### config.mk
export PLATFORM = sky130hd
export DESIGN_NAME = keypad_scanner_flat
export DESIGN_NICKNAME = d
export VERILOG_FILES = /design/src/rtl/keypad_scanner_if.sv /design/src/rtl/keypad_scanner.sv /design/src/flat_wrapper.sv
export SDC_FILE = /design/constraint.sdc
export NUM_CORES = 1
export LEC_CHECK = 0
export CAP_MARGIN = 10
export CELL_PAD_IN_SITES_DETAIL_PLACEMENT = 0
export CELL_PAD_IN_SITES_GLOBAL_PLACEMENT = 1
export CORE_MARGIN = 1
export CORE_UTILIZATION = 40
export CTS_CLUSTER_DIAMETER = 200
export DETAILED_ROUTE_END_ITERATION = 6
export PLACE_DENSITY_LB_ADDON = 0.15
export RECOVER_POWER = 25
export SKIP_LAST_GASP = 1
export SLEW_MARGIN = 10
export SYNTH_ARGS = -nofsm -noshare
export SYNTH_HDL_FRONTEND = slang
export SYNTH_SLANG_ARGS = --single-unit
### constraint.sdc
create_clock -name clk -period 3.5 [get_ports clk]
set_clock_uncertainty 0.15 [all_clocks]
set_input_delay 0.7 -clock clk [delete_from_list [all_inputs] [get_ports clk]]
set_output_delay 0.7 -clock clk [all_outputs]
set_load 0.01 [all_outputs]
### src/rtl/keypad_scanner_if.sv
// Keypad pin bundle plus the debounced key report, shared by the scanner and its consumer.
// The master side is the scanner; the slave side is the board/digit-entry logic.
interface keypad_scanner_if;
   logic [3:0] ROW;
   logic [3:0] COL;
   logic       key_valid;
   logic [3:0] key_code;
   logic       key_held;

   modport master (
      input  ROW,
      output COL,
      output key_valid,
      output key_code,
      output key_held
   );

   modport slave (
      output ROW,
      input  COL,
      input  key_valid,
      input  key_code,
      input  key_held
   );
endinterface

### src/rtl/keypad_scanner.sv
// 4x4 matrix keypad scanner: active-low column strobes, synchronised and debounced rows,
// one-cycle strobe per accepted press and a held flag until the release is debounced.
module keypad_scanner #(
   parameter int DWELL_CYCLES   = 100000,
   parameter int DEBOUNCE_SCANS = 4
) (
   input  logic              clk,
   input  logic              resetb,
   keypad_scanner_if.master  kif
);

   localparam int DW_W  = $clog2(DWELL_CYCLES);
   localparam int DEB_W = $clog2(DEBOUNCE_SCANS + 1);
   localparam logic [DW_W-1:0]  DWELL_LAST = DW_W'(DWELL_CYCLES - 1);
   localparam logic [DW_W-1:0]  DWELL_ONE  = DW_W'(1);
   localparam logic [DEB_W-1:0] DEB_LAST   = DEB_W'(DEBOUNCE_SCANS - 1);
   localparam logic [DEB_W-1:0] DEB_ONE    = DEB_W'(1);
   localparam logic [3:0]       COL_FIRST  = 4'b1110;

   typedef enum logic [1:0] {
      ST_SCAN    = 2'd0,
      ST_CONFIRM = 2'd1,
      ST_HELD    = 2'd2
   } state_t;

   function automatic logic [1:0] col_index(input logic [3:0] col);
      case (col)
         4'b1110: col_index = 2'd0;
         4'b1101: col_index = 2'd1;
         4'b1011: col_index = 2'd2;
         4'b0111: col_index = 2'd3;
         default: col_index = 2'd0;
      endcase
   endfunction

   function automatic logic col_ok(input logic [3:0] col);
      case (col)
         4'b1110, 4'b1101, 4'b1011, 4'b0111: col_ok = 1'b1;
         default:                            col_ok = 1'b0;
      endcase
   endfunction

   // Lowest-numbered low row wins when several keys share a column.
   function automatic logic [1:0] first_low_row(input logic [3:0] rows);
      if (!rows[0]) begin
         first_low_row = 2'd0;
      end else if (!rows[1]) begin
         first_low_row = 2'd1;
      end else if (!rows[2]) begin
         first_low_row = 2'd2;
      end else begin
         first_low_row = 2'd3;
      end
   endfunction

   function automatic logic [3:0] key_map(input logic [1:0] c, input logic [1:0] r);
      case ({c, r})
         4'b00_00: key_map = 4'h1;
         4'b00_01: key_map = 4'h4;
         4'b00_10: key_map = 4'h7;
         4'b00_11: key_map = 4'h0;
         4'b01_00: key_map = 4'h2;
         4'b01_01: key_map = 4'h5;
         4'b01_10: key_map = 4'h8;
         4'b01_11: key_map = 4'hF;
         4'b10_00: key_map = 4'h3;
         4'b10_01: key_map = 4'h6;
         4'b10_10: key_map = 4'h9;
         4'b10_11: key_map = 4'hE;
         4'b11_00: key_map = 4'hA;
         4'b11_01: key_map = 4'hB;
         4'b11_10: key_map = 4'hC;
         4'b11_11: key_map = 4'hD;
         default:  key_map = 4'h0;
      endcase
   endfunction

   state_t            state_q, state_d;
   logic [3:0]        sync1_q, sync1_d;
   logic [3:0]        rs_q, rs_d;
   logic [DW_W-1:0]   dwell_q, dwell_d;
   logic [DEB_W-1:0]  deb_q, deb_d;
   logic [3:0]        col_q, col_d;
   logic [1:0]        cand_col_q, cand_col_d;
   logic [1:0]        cand_row_q, cand_row_d;
   logic              key_valid_q, key_valid_d;
   logic [3:0]        key_code_q, key_code_d;
   logic              key_held_q, key_held_d;

   logic              sample_s;
   logic              any_low_s;
   logic [1:0]        row_s;
   logic [3:0]        col_next_s;

   // Next-state computation for the synchroniser, dwell timer and scan/debounce FSM.
   always_comb begin
      state_d     = state_q;
      sync1_d     = kif.ROW;
      rs_d        = sync1_q;
      deb_d       = deb_q;
      col_next_s  = col_q;
      cand_col_d  = cand_col_q;
      cand_row_d  = cand_row_q;
      key_valid_d = 1'b0;
      key_code_d  = key_code_q;
      key_held_d  = key_held_q;

      sample_s  = (dwell_q == DWELL_LAST);
      any_low_s = (rs_q != 4'hF);
      row_s     = first_low_row(rs_q);
      dwell_d   = sample_s ? '0 : dwell_q + DWELL_ONE;

      case (state_q)
         ST_SCAN: begin
            if (sample_s && any_low_s) begin
               cand_col_d = col_index(col_q);
               cand_row_d = row_s;
               if (DEBOUNCE_SCANS == 1) begin
                  key_valid_d = 1'b1;
                  key_code_d  = key_map(col_index(col_q), row_s);
                  key_held_d  = 1'b1;
                  deb_d       = '0;
                  state_d     = ST_HELD;
               end else begin
                  deb_d   = DEB_ONE;
                  state_d = ST_CONFIRM;
               end
            end else if (sample_s) begin
               col_next_s = {col_q[2:0], col_q[3]};
            end else begin
               col_next_s = col_q;
            end
         end
         ST_CONFIRM: begin
            if (sample_s && any_low_s && (row_s == cand_row_q)) begin
               if (deb_q == DEB_LAST) begin
                  key_valid_d = 1'b1;
                  key_code_d  = key_map(cand_col_q, cand_row_q);
                  key_held_d  = 1'b1;
                  deb_d       = '0;
                  state_d     = ST_HELD;
               end else begin
                  deb_d = deb_q + DEB_ONE;
               end
            end else if (sample_s) begin
               deb_d      = '0;
               col_next_s = {col_q[2:0], col_q[3]};
               state_d    = ST_SCAN;
            end else begin
               deb_d = deb_q;
            end
         end
         ST_HELD: begin
            // Other keys are ignored here: only the accepted row is watched for release.
            if (sample_s && rs_q[cand_row_q]) begin
               if (deb_q == DEB_LAST) begin
                  key_held_d = 1'b0;
                  deb_d      = '0;
                  col_next_s = {col_q[2:0], col_q[3]};
                  state_d    = ST_SCAN;
               end else begin
                  deb_d = deb_q + DEB_ONE;
               end
            end else if (sample_s) begin
               deb_d = '0;
            end else begin
               deb_d = deb_q;
            end
         end
         default: begin
            state_d    = ST_SCAN;
            deb_d      = '0;
            key_held_d = 1'b0;
            col_next_s = COL_FIRST;
         end
      endcase

      // A corrupted strobe pattern is forced back to a legal single-low column.
      col_d = col_ok(col_next_s) ? col_next_s : COL_FIRST;
   end

   // State, counters, synchroniser and registered outputs with synchronous active-low reset.
   always_ff @(posedge clk) begin
      if (!resetb) begin
         state_q     <= ST_SCAN;
         sync1_q     <= 4'hF;
         rs_q        <= 4'hF;
         dwell_q     <= '0;
         deb_q       <= '0;
         col_q       <= COL_FIRST;
         cand_col_q  <= 2'd0;
         cand_row_q  <= 2'd0;
         key_valid_q <= 1'b0;
         key_code_q  <= 4'h0;
         key_held_q  <= 1'b0;
      end else begin
         state_q     <= state_d;
         sync1_q     <= sync1_d;
         rs_q        <= rs_d;
         dwell_q     <= dwell_d;
         deb_q       <= deb_d;
         col_q       <= col_d;
         cand_col_q  <= cand_col_d;
         cand_row_q  <= cand_row_d;
         key_valid_q <= key_valid_d;
         key_code_q  <= key_code_d;
         key_held_q  <= key_held_d;
      end
   end

   assign kif.COL       = col_q;
   assign kif.key_valid = key_valid_q;
   assign kif.key_code  = key_code_q;
   assign kif.key_held  = key_held_q;

endmodule

### src/flat_wrapper.sv
// flat-port wrapper written by rule: the top's interface ports become plain ports
module keypad_scanner_flat 
#(
   parameter int DWELL_CYCLES   = 100000,
   parameter int DEBOUNCE_SCANS = 4
)
  (clk, resetb, kif_ROW, kif_COL, kif_key_valid, kif_key_code, kif_key_held);
  keypad_scanner_if kif_i ();
  input  logic clk;
  input  logic resetb;
  input wire logic [$bits(kif_i.ROW)-1:0] kif_ROW;
  output wire logic [$bits(kif_i.COL)-1:0] kif_COL;
  output wire logic [$bits(kif_i.key_valid)-1:0] kif_key_valid;
  output wire logic [$bits(kif_i.key_code)-1:0] kif_key_code;
  output wire logic [$bits(kif_i.key_held)-1:0] kif_key_held;
  assign kif_i.ROW = kif_ROW;
  assign kif_COL = kif_i.COL;
  assign kif_key_valid = kif_i.key_valid;
  assign kif_key_code = kif_i.key_code;
  assign kif_key_held = kif_i.key_held;
  keypad_scanner #(.DWELL_CYCLES(DWELL_CYCLES), .DEBOUNCE_SCANS(DEBOUNCE_SCANS)) u_core (.clk(clk), .resetb(resetb), .kif(kif_i));
endmodule
==> results.cfg, run 1 <==
[run_status]
status = finished clean

[power_and_ir_drop]
vdd_drop_max_uv = 261
p_sw_frac = 0.228
intPower_mw = 0.738
p_switching_mw = 0.218
p_comb_frac = 0.038
power.share.clock = 0.426
powerDensity_mw_per_mm2 = 357
p_total_mw = 0.956
p_leak_nw = 0.976
p_seq_frac = 0.536

[clock_tree]
root_buffer = clkbuf_8
cts_resized = 0
cts_buffer_depth = 2
numCtsBuffers = 5
clock-sinks = 44
clk_pin_slew_ns = 0.09
clock_latency_ns = 0.30
postCtsHoldBufs = 0
htree_levels = 2
cts_setup_buffers = 0
cts_tree = built

[timing]
setup_viol = 0
setup_tns_ns = 0
relSlewSlack = 0.533
finalCritPeriodShare = 0.781
rsz0062_at_grt = false
worst_slack_ns = 0.767
hold_viol_final = 0
slew_violations = 0
fin_crit_ns = 2.73
worst_pin_slew_ns = 0.699
max_freq_mhz = 366

[cells_and_area]
antenna_cells = 0
nets = 295
seqCellArea_um2 = 881
mostFrequentLayoutCells = 44 x dfxtp_1, 30 x nor2_1, 21 x nand2_1, 12 x xor2_1
layout.cells.non_filler = 357
final_util = 0.475
final_common_cell = dfxtp_1
multi_input_area_mm2 = 0.00139
layout-drive-gt1-share = 0.0772
area_delta_synth_final_pct = 12.3
num-fill-cells = 541

[place]
port_buffers = 15
pre_cts_ws_ns = 0.831
dp_hpwl_um = 3390
gp_congestion = 0.770
dp.cells = 349

[hold_path]
hold_depth = 1
hold_end = u_core.rs_q[1]$_SDFF_PN1_
holdCritStartpoint = u_core.rs_d[1]$_SDFF_PN1_
hp-class = reg -> reg

[synthesis]
synth_top_family_by_area = simple AND/OR/NAND/NOR gates
synthCells = 274
synth_nets = 285
ys_ff_latch = 44
yosysWarningCount = 0
synth_mux_area_frac = 0.0357
avgSynthCellArea_um2 = 8.70
synth-xor-area-share = 0.0661
synth_compound_area_frac = 0.131
synthArstFlopShare = 0
synth_edf_count = 0
synth_top_flop_cell = dfxtp_1
ys_seq_area_frac = 0.369
netlist_area_mm2 = 0.00238
synth_adder_area_share = 0.0304
ys_types = 54
yosys.area_share.simple = 0.319

[die]
coreArea_mm2 = 0.00564
dieArea_mm2 = 0.00628
die_w_um = 79.2
die_h_um = 79.2
pin_count = 16
start_util = 0.423
rows = 27

[setup_path]
critical_path_class = in -> reg
cp-end-kind = register
r2r-end = u_core.kif.COL[3]$_SDFF_PN1_
start_kind = primary input
r2r_cells = 7
cp.arrival_ns = 2.81
cp.required_ns = 3.58
regToRegStartpoint = u_core.dwell_q[0]$_SDFF_PP0_
crit_fanout = 17
rrSetupSlack_ns = 0.79

[drt]
vias_per_cell = 5.25
via_count = 1874
drt_iter0_drc = 163
finalWirelength_um = 4820
wl_met1_um = 2520
ant_nets = 0
routedWlPerCell_um = 13.5
drc = 0
wl_met3_um = 144
drtPass1Iterations = 4
met2_wirelength_um = 2060
topRoutingLayerUsed = met4

[global_route]
grt_pass1_wl_um = 8290
grt.total_usage = 0.170
grt_max_degree = 20
grt_pass1_vias = 1658
grt_overflow = 0
antenna_found_initial = 0

[flow_run]
cap_violations = 0
-- cell type report --
type                    instances  share of cell area
inverters                      11              0.0154
clock buffers                   5              0.0257
clock inverters                 3              0.0177
repair buffers                 17              0.0603
flip-flops and latches         44               0.329
multi-input cells             205               0.518
well taps                      72              0.0336
-- stage by stage --
stage | hold slack, ns | instance area, um^2
6_report | 0.266 | 2680
5_1_grt | 0.284 | 2680
4_1_cts | 0.270 | 2680
3_5_place_dp | 0.247 | 2570
3_3_place_gp | 0.243 | 2570
2_1_floorplan | 0.236 | 2380
-- worst max path at each step --
| stage | from | endpoint | slack (ns) | cells after the start |
|---|---|---|---|---|
| after detailed placement | u_core.dwell_q[0]$_SDFF_PP0_ | u_core.kif.COL[3]$_SDFF_PN1_ | 0.83 | 7 |
| final | resetb | u_core.dwell_q[11]$_SDFF_PP0_ | 0.77 | 4 |
| after global placement | u_core.dwell_q[0]$_SDFF_PP0_ | u_core.kif.COL[3]$_SDFF_PN1_ | 0.80 | 7 |
| after CTS | u_core.dwell_q[0]$_SDFF_PP0_ | u_core.kif.COL[0]$_SDFF_PN0_ | 0.81 | 8 |
| after floorplan | u_core.dwell_q[0]$_SDFF_PP0_ | u_core.cand_row_q[1]$_SDFFE_PN0P_ | 1.05 | 11 |
| after global routing | resetb | u_core.dwell_q[15]$_SDFF_PP0_ | 0.51 | 4 |
-- state kept, by name, summed over array words and instances, names as in the netlist --
signal / flops
u_core.rs_q: 4
u_core.cand_row_q: 2
u_core.kif.key_code: 4
u_core.kif.key_valid: 1
u_core.dwell_q: 17
u_core.kif.COL: 4
u_core.deb_q: 3
u_core.kif.key_held: 1
u_core.rs_d: 4
u_core.state_q: 2
u_core.cand_col_q: 2
-- logic make-up after synthesis --
logic type,count (synthesis)
xor+xnor,18
fa+ha+maj,6
buf+inv,25
compound gates,46
simple gates,129
flops,44
mux,6
-- critical path, cell delays in order --
cell	delay [ns]
dlygate4sd3_1	0.82
clkbuf_1	0.55
nand2_1	0.49
a21oi_1	0.23
-- per-layer routing --
metal  global-route usage  vias to the layer above
met5                    0                        -
met2                0.247                       33
met1                0.242                      850
met4               0.0727                        0
li1                     -                      981
met3               0.0345                       10
-- power groups by stage --
stage	sequential [mW]	clock [mW]	combinational (mW)
6_report	0.513	0.407	0.0362
4_1_cts	0.513	0.419	0.0374
2_1_floorplan	0.523	0	0.0230
3_5_place_dp	0.524	0	0.0372
3_3_place_gp	0.524	0	0.0370
5_1_grt	0.514	0.438	0.0404
-- cell usage after synthesis (all sizes together) (4+ instances only) --
cell type | count | area [um^2]
dfxtp | 44 | 881
xnor2 | 6 | 52.6
nand4 | 6 | 37.5
inv | 11 | 41.3
mux2i | 4 | 40.0
a21oi | 5 | 25.0
xor2 | 12 | 105
nor2 | 30 | 113
or2 | 4 | 25.0
and2 | 11 | 71.3
nor4 | 7 | 88.8
o21ai | 15 | 75.1
a31oi | 4 | 25.0
clkbuf | 8 | 30.0
nor3 | 5 | 35.0
ha | 5 | 62.6
nand2 | 21 | 78.8
nand3 | 12 | 65.1
buf | 6 | 43.8
and3 | 4 | 25.0
nand2b | 11 | 68.8
nor2b | 7 | 43.8
No activity file was read; power rests on OpenSTA's default activity.
==> run 2, diff against run 1 <==
Clock period 3.5 ns to 2.9 ns, I/O delays scaled along.
==> results.cfg, run 2 (same netlist as run 1, synthesis figures left out) <==
[power_and_ir_drop]
vdd_drop_max_uv = 191
p_leak_nw = 0.982
p_total_mw = 1.04
powerDensity_mw_per_mm2 = 389

[setup_path]
regToRegStartpoint = u_core.dwell_q[0]$_SDFF_PP0_
critical_path_class = reg -> reg
cp-end-kind = register
crit_chain = ha_1 > nand3_2 > nor4_1 > nand2_1 > or2_1 > a221o_1 > or3b_1
cpPeakStageDelay_ns = 0.38
critPathSlowestCell = a221o_1
start_kind = register
cp-startpoint = u_core.dwell_q[0]$_SDFF_PP0_
cp.required_ns = 2.94
crit_fanout = 6
cp.arrival_ns = 2.67

[cells_and_area]
nets = 299
area_delta_synth_final_pct = 12.1
multi_input_area_mm2 = 0.00139
antenna_cells = 0
layout-drive-gt1-share = 0.0868
largest_reg_flops = 17
stdcell_area_mm2 = 0.00267
final_common_cell = dfxtp_1
num-fill-cells = 540
final_util = 0.474
layout.cells.non_filler = 360
seqCellArea_um2 = 881
top_register = u_core.dwell_q
mostFrequentLayoutCells = 44 x dfxtp_1, 30 x nor2_1, 21 x nand2_1, 12 x xor2_1

[drt]
routedWlPerCell_um = 13.2
drt_iter0_drc = 163
drc = 0
via_count = 1841
vias_per_cell = 5.11
ant_nets = 0
drtPass1Iterations = 4
finalWirelength_um = 4770

[run_status]
status = finished clean

[die]
die_w_um = 79.2
coreArea_mm2 = 0.00564
start_util = 0.423
die_h_um = 79.2
dieArea_mm2 = 0.00628
rows = 27
pin_count = 16

[timing]
rsz0062_at_grt = false
holdWs_ns = 0.261
setup_tns_ns = 0
worst_slack_ns = 0.273
worst_pin_slew_ns = 0.701
finalCritPeriodShare = 0.906
fin_crit_ns = 2.63
relSlewSlack = 0.533
setup_viol = 0
slew_violations = 0
hold_viol_final = 0
max_freq_mhz = 381

[flow_run]
cap_violations = 0

[clock_tree]
htree_levels = 2
clock_latency_ns = 0.31
clock-sinks = 44
cts_buffer_depth = 2
numCtsBuffers = 5
cts_resized = 0
postCtsHoldBufs = 0
cts_tree = built
clk_pin_slew_ns = 0.08
root_buffer = clkbuf_8
cts_setup_buffers = 0

[hold_path]
holdCritStartpoint = u_core.rs_d[3]$_SDFF_PN1_
hp-class = reg -> reg

[global_route]
grt_pass1_wl_um = 8220
grt_pass1_vias = 1702
antenna_found_initial = 0
grt_max_degree = 19
grt.total_usage = 0.171
grt_overflow = 0

[place]
dpl-instance-area_mm2 = 0.00260
port_buffers = 15
pre_cts_ws_ns = 0.313
dp_hpwl_um = 3390
dp.cells = 353
gp_congestion = 0.768
-- run 2: area by class of cell --
cell class              count  share of cell area
flip-flops and latches     44               0.329
well taps                  72              0.0337
clock inverters             2             0.00468
clock buffers               5              0.0257
repair buffers             21              0.0716
multi-input cells         205               0.519
inverters                  11              0.0154
-- run 2: routing by layer --
metal,track usage,vias to the layer above,routed length (um)
met5,0,-,0
met1,0.235,827,2560
li1,-,983,-
met4,0.0818,0,89
met3,0.0345,7,134
met2,0.252,24,1990
-- run 2: final timing paths --
check	slack, ns	depth (start not counted)	end
max reg2reg	0.27	7	u_core.kif.COL[3]$_SDFF_PN1_
max	0.27	7	u_core.kif.COL[3]$_SDFF_PN1_
min reg2reg	0.26	1	u_core.rs_q[3]$_SDFF_PN1_
min	0.26	1	u_core.rs_q[3]$_SDFF_PN1_
-- run 2: power by group --
| part | switching (mW) | leakage, nW | internal, mW |
|---|---|---|---|
| clock network | 0.213 | 0.0400 | 0.163 |
| logic | 0.0249 | 0.585 | 0.0195 |
| registers | 0.00625 | 0.357 | 0.612 |
| total | 0.244 | 0.982 | 0.795 |
-- run 2: critical path, delay by kind of cell (launching register included) --
family	cells	cell delay, ns
DFF	1	0.35
AOI/OAI and AO/OA	1	0.38
and+or+nand+nor	5	1.38
adders and majority gates	1	0.25
==> run 3, diff against run 2 <==
Settings changed: GPL_TIMING_DRIVEN from default to 0.
==> results.cfg, run 3 (same netlist as run 1, synthesis figures left out) <==
[timing]
holdWs_ns = 0.262
worst_pin_slew_ns = 0.585
setup_viol = 0
slew_violations = 0
fin_crit_ns = 2.70
rsz0062_at_grt = false
setup_tns_ns = 0
finalCritPeriodShare = 0.931
worst_slack_ns = 0.200
max_freq_mhz = 370
relSlewSlack = 0.608
hold_viol_final = 0

[run_status]
status = finished clean

[clock_tree]
clock-sinks = 44
cts_tree = built
htree_levels = 2
cts_setup_buffers = 0
clk_pin_slew_ns = 0.09
postCtsHoldBufs = 0
cts_resized = 0
numCtsBuffers = 5
cts_buffer_depth = 2
root_buffer = clkbuf_8
clock_latency_ns = 0.30

[drt]
routedWlPerCell_um = 13.3
vias_per_cell = 5.13
finalWirelength_um = 4920
ant_nets = 0
drt_iter0_drc = 113
drc = 0
topRoutingLayerUsed = met4
via_count = 1894
wl_met3_um = 155
drtPass1Iterations = 4
wl_met1_um = 2670
met2_wirelength_um = 2050

[global_route]
grt_max_degree = 15
grt_pass1_vias = 1752
grt_overflow = 0
antenna_found_initial = 0
grt_pass1_wl_um = 8690
grt.total_usage = 0.179

[cells_and_area]
antenna_cells = 0
final_util = 0.483
final_common_cell = dfxtp_1
seqCellArea_um2 = 881
area_delta_synth_final_pct = 14.2
layout-drive-gt1-share = 0.0875
layout.cells.non_filler = 369
multi_input_area_mm2 = 0.00139
top_register = u_core.dwell_q
mostFrequentLayoutCells = 44 x dfxtp_1, 30 x nor2_1, 21 x nand2_1, 12 x xor2_1
num-fill-cells = 550
nets = 307
stdcell_area_mm2 = 0.00272
largest_reg_flops = 17

[die]
rows = 27
die_w_um = 79.2
die_h_um = 79.2
coreArea_mm2 = 0.00564
start_util = 0.423
pin_count = 16
dieArea_mm2 = 0.00628

[place]
port_buffers = 15
dp_hpwl_um = 3650
dpl-instance-area_mm2 = 0.00263
dp.cells = 361
gp_congestion = 0.771
pre_cts_ws_ns = 0.210

[setup_path]
cp-end-kind = register
crit_fanout = 6
cp.arrival_ns = 2.74
cp-startpoint = u_core.dwell_q[0]$_SDFF_PP0_
critical_path_class = reg -> reg
regToRegStartpoint = u_core.dwell_q[0]$_SDFF_PP0_
critPathCapture = u_core.kif.COL[3]$_SDFF_PN1_
r2r-end = u_core.kif.COL[3]$_SDFF_PN1_
start_kind = register
cp.required_ns = 2.94
rrSetupSlack_ns = 0.20
r2r_cells = 7

[power_and_ir_drop]
p_leak_nw = 1.00
powerDensity_mw_per_mm2 = 397
p_total_mw = 1.08
vdd_drop_max_uv = 330

[flow_run]
cap_violations = 0

[hold_path]
hp-class = reg -> reg
-- run 3: layer usage --
metal  track usage  vias up
met2         0.258       25
met1         0.264      865
met3        0.0368        5
li1              -      999
met4        0.0509        0
met5             0        -
-- run 3: worst min-delay path by stage --
stage | end | from | slack [ns] | cells past startpoint
after floorplan | u_core.rs_q[0]$_SDFF_PN1_ | u_core.rs_d[0]$_SDFF_PN1_ | 0.24 | 1
after global placement | u_core.rs_q[0]$_SDFF_PN1_ | u_core.rs_d[0]$_SDFF_PN1_ | 0.24 | 1
after detailed placement | u_core.rs_q[0]$_SDFF_PN1_ | u_core.rs_d[0]$_SDFF_PN1_ | 0.24 | 1
after CTS | u_core.rs_q[0]$_SDFF_PN1_ | u_core.rs_d[0]$_SDFF_PN1_ | 0.26 | 1
after global routing | u_core.rs_q[0]$_SDFF_PN1_ | u_core.rs_d[0]$_SDFF_PN1_ | 0.28 | 1
final | u_core.rs_q[0]$_SDFF_PN1_ | u_core.rs_d[0]$_SDFF_PN1_ | 0.26 | 1
-- run 3: area by class of cell --
| type | count | area share |
|---|---|---|
| multi-input combinational | 205 | 0.510 |
| sequential | 44 | 0.324 |
| timing repair buffer | 15 | 0.0551 |
| tap | 72 | 0.0331 |
| clock buffer | 6 | 0.0303 |
| buffer | 14 | 0.0271 |
| inverter | 11 | 0.0152 |
| clock inverter | 2 | 0.00551 |
-- run 3: report_power, final --
group	internal, mW	switching, mW
clock network	0.193	0.225
logic	0.0176	0.0254
registers	0.612	0.00656
-- run 3: critical path: stages (launching register included) --
cell	delay, ns
dfxtp_1	0.37
ha_1	0.26
nand3_2	0.11
nor4_1	0.36
nand2_1	0.29
or2_1	0.31
a221o_1	0.38
or3b_1	0.35
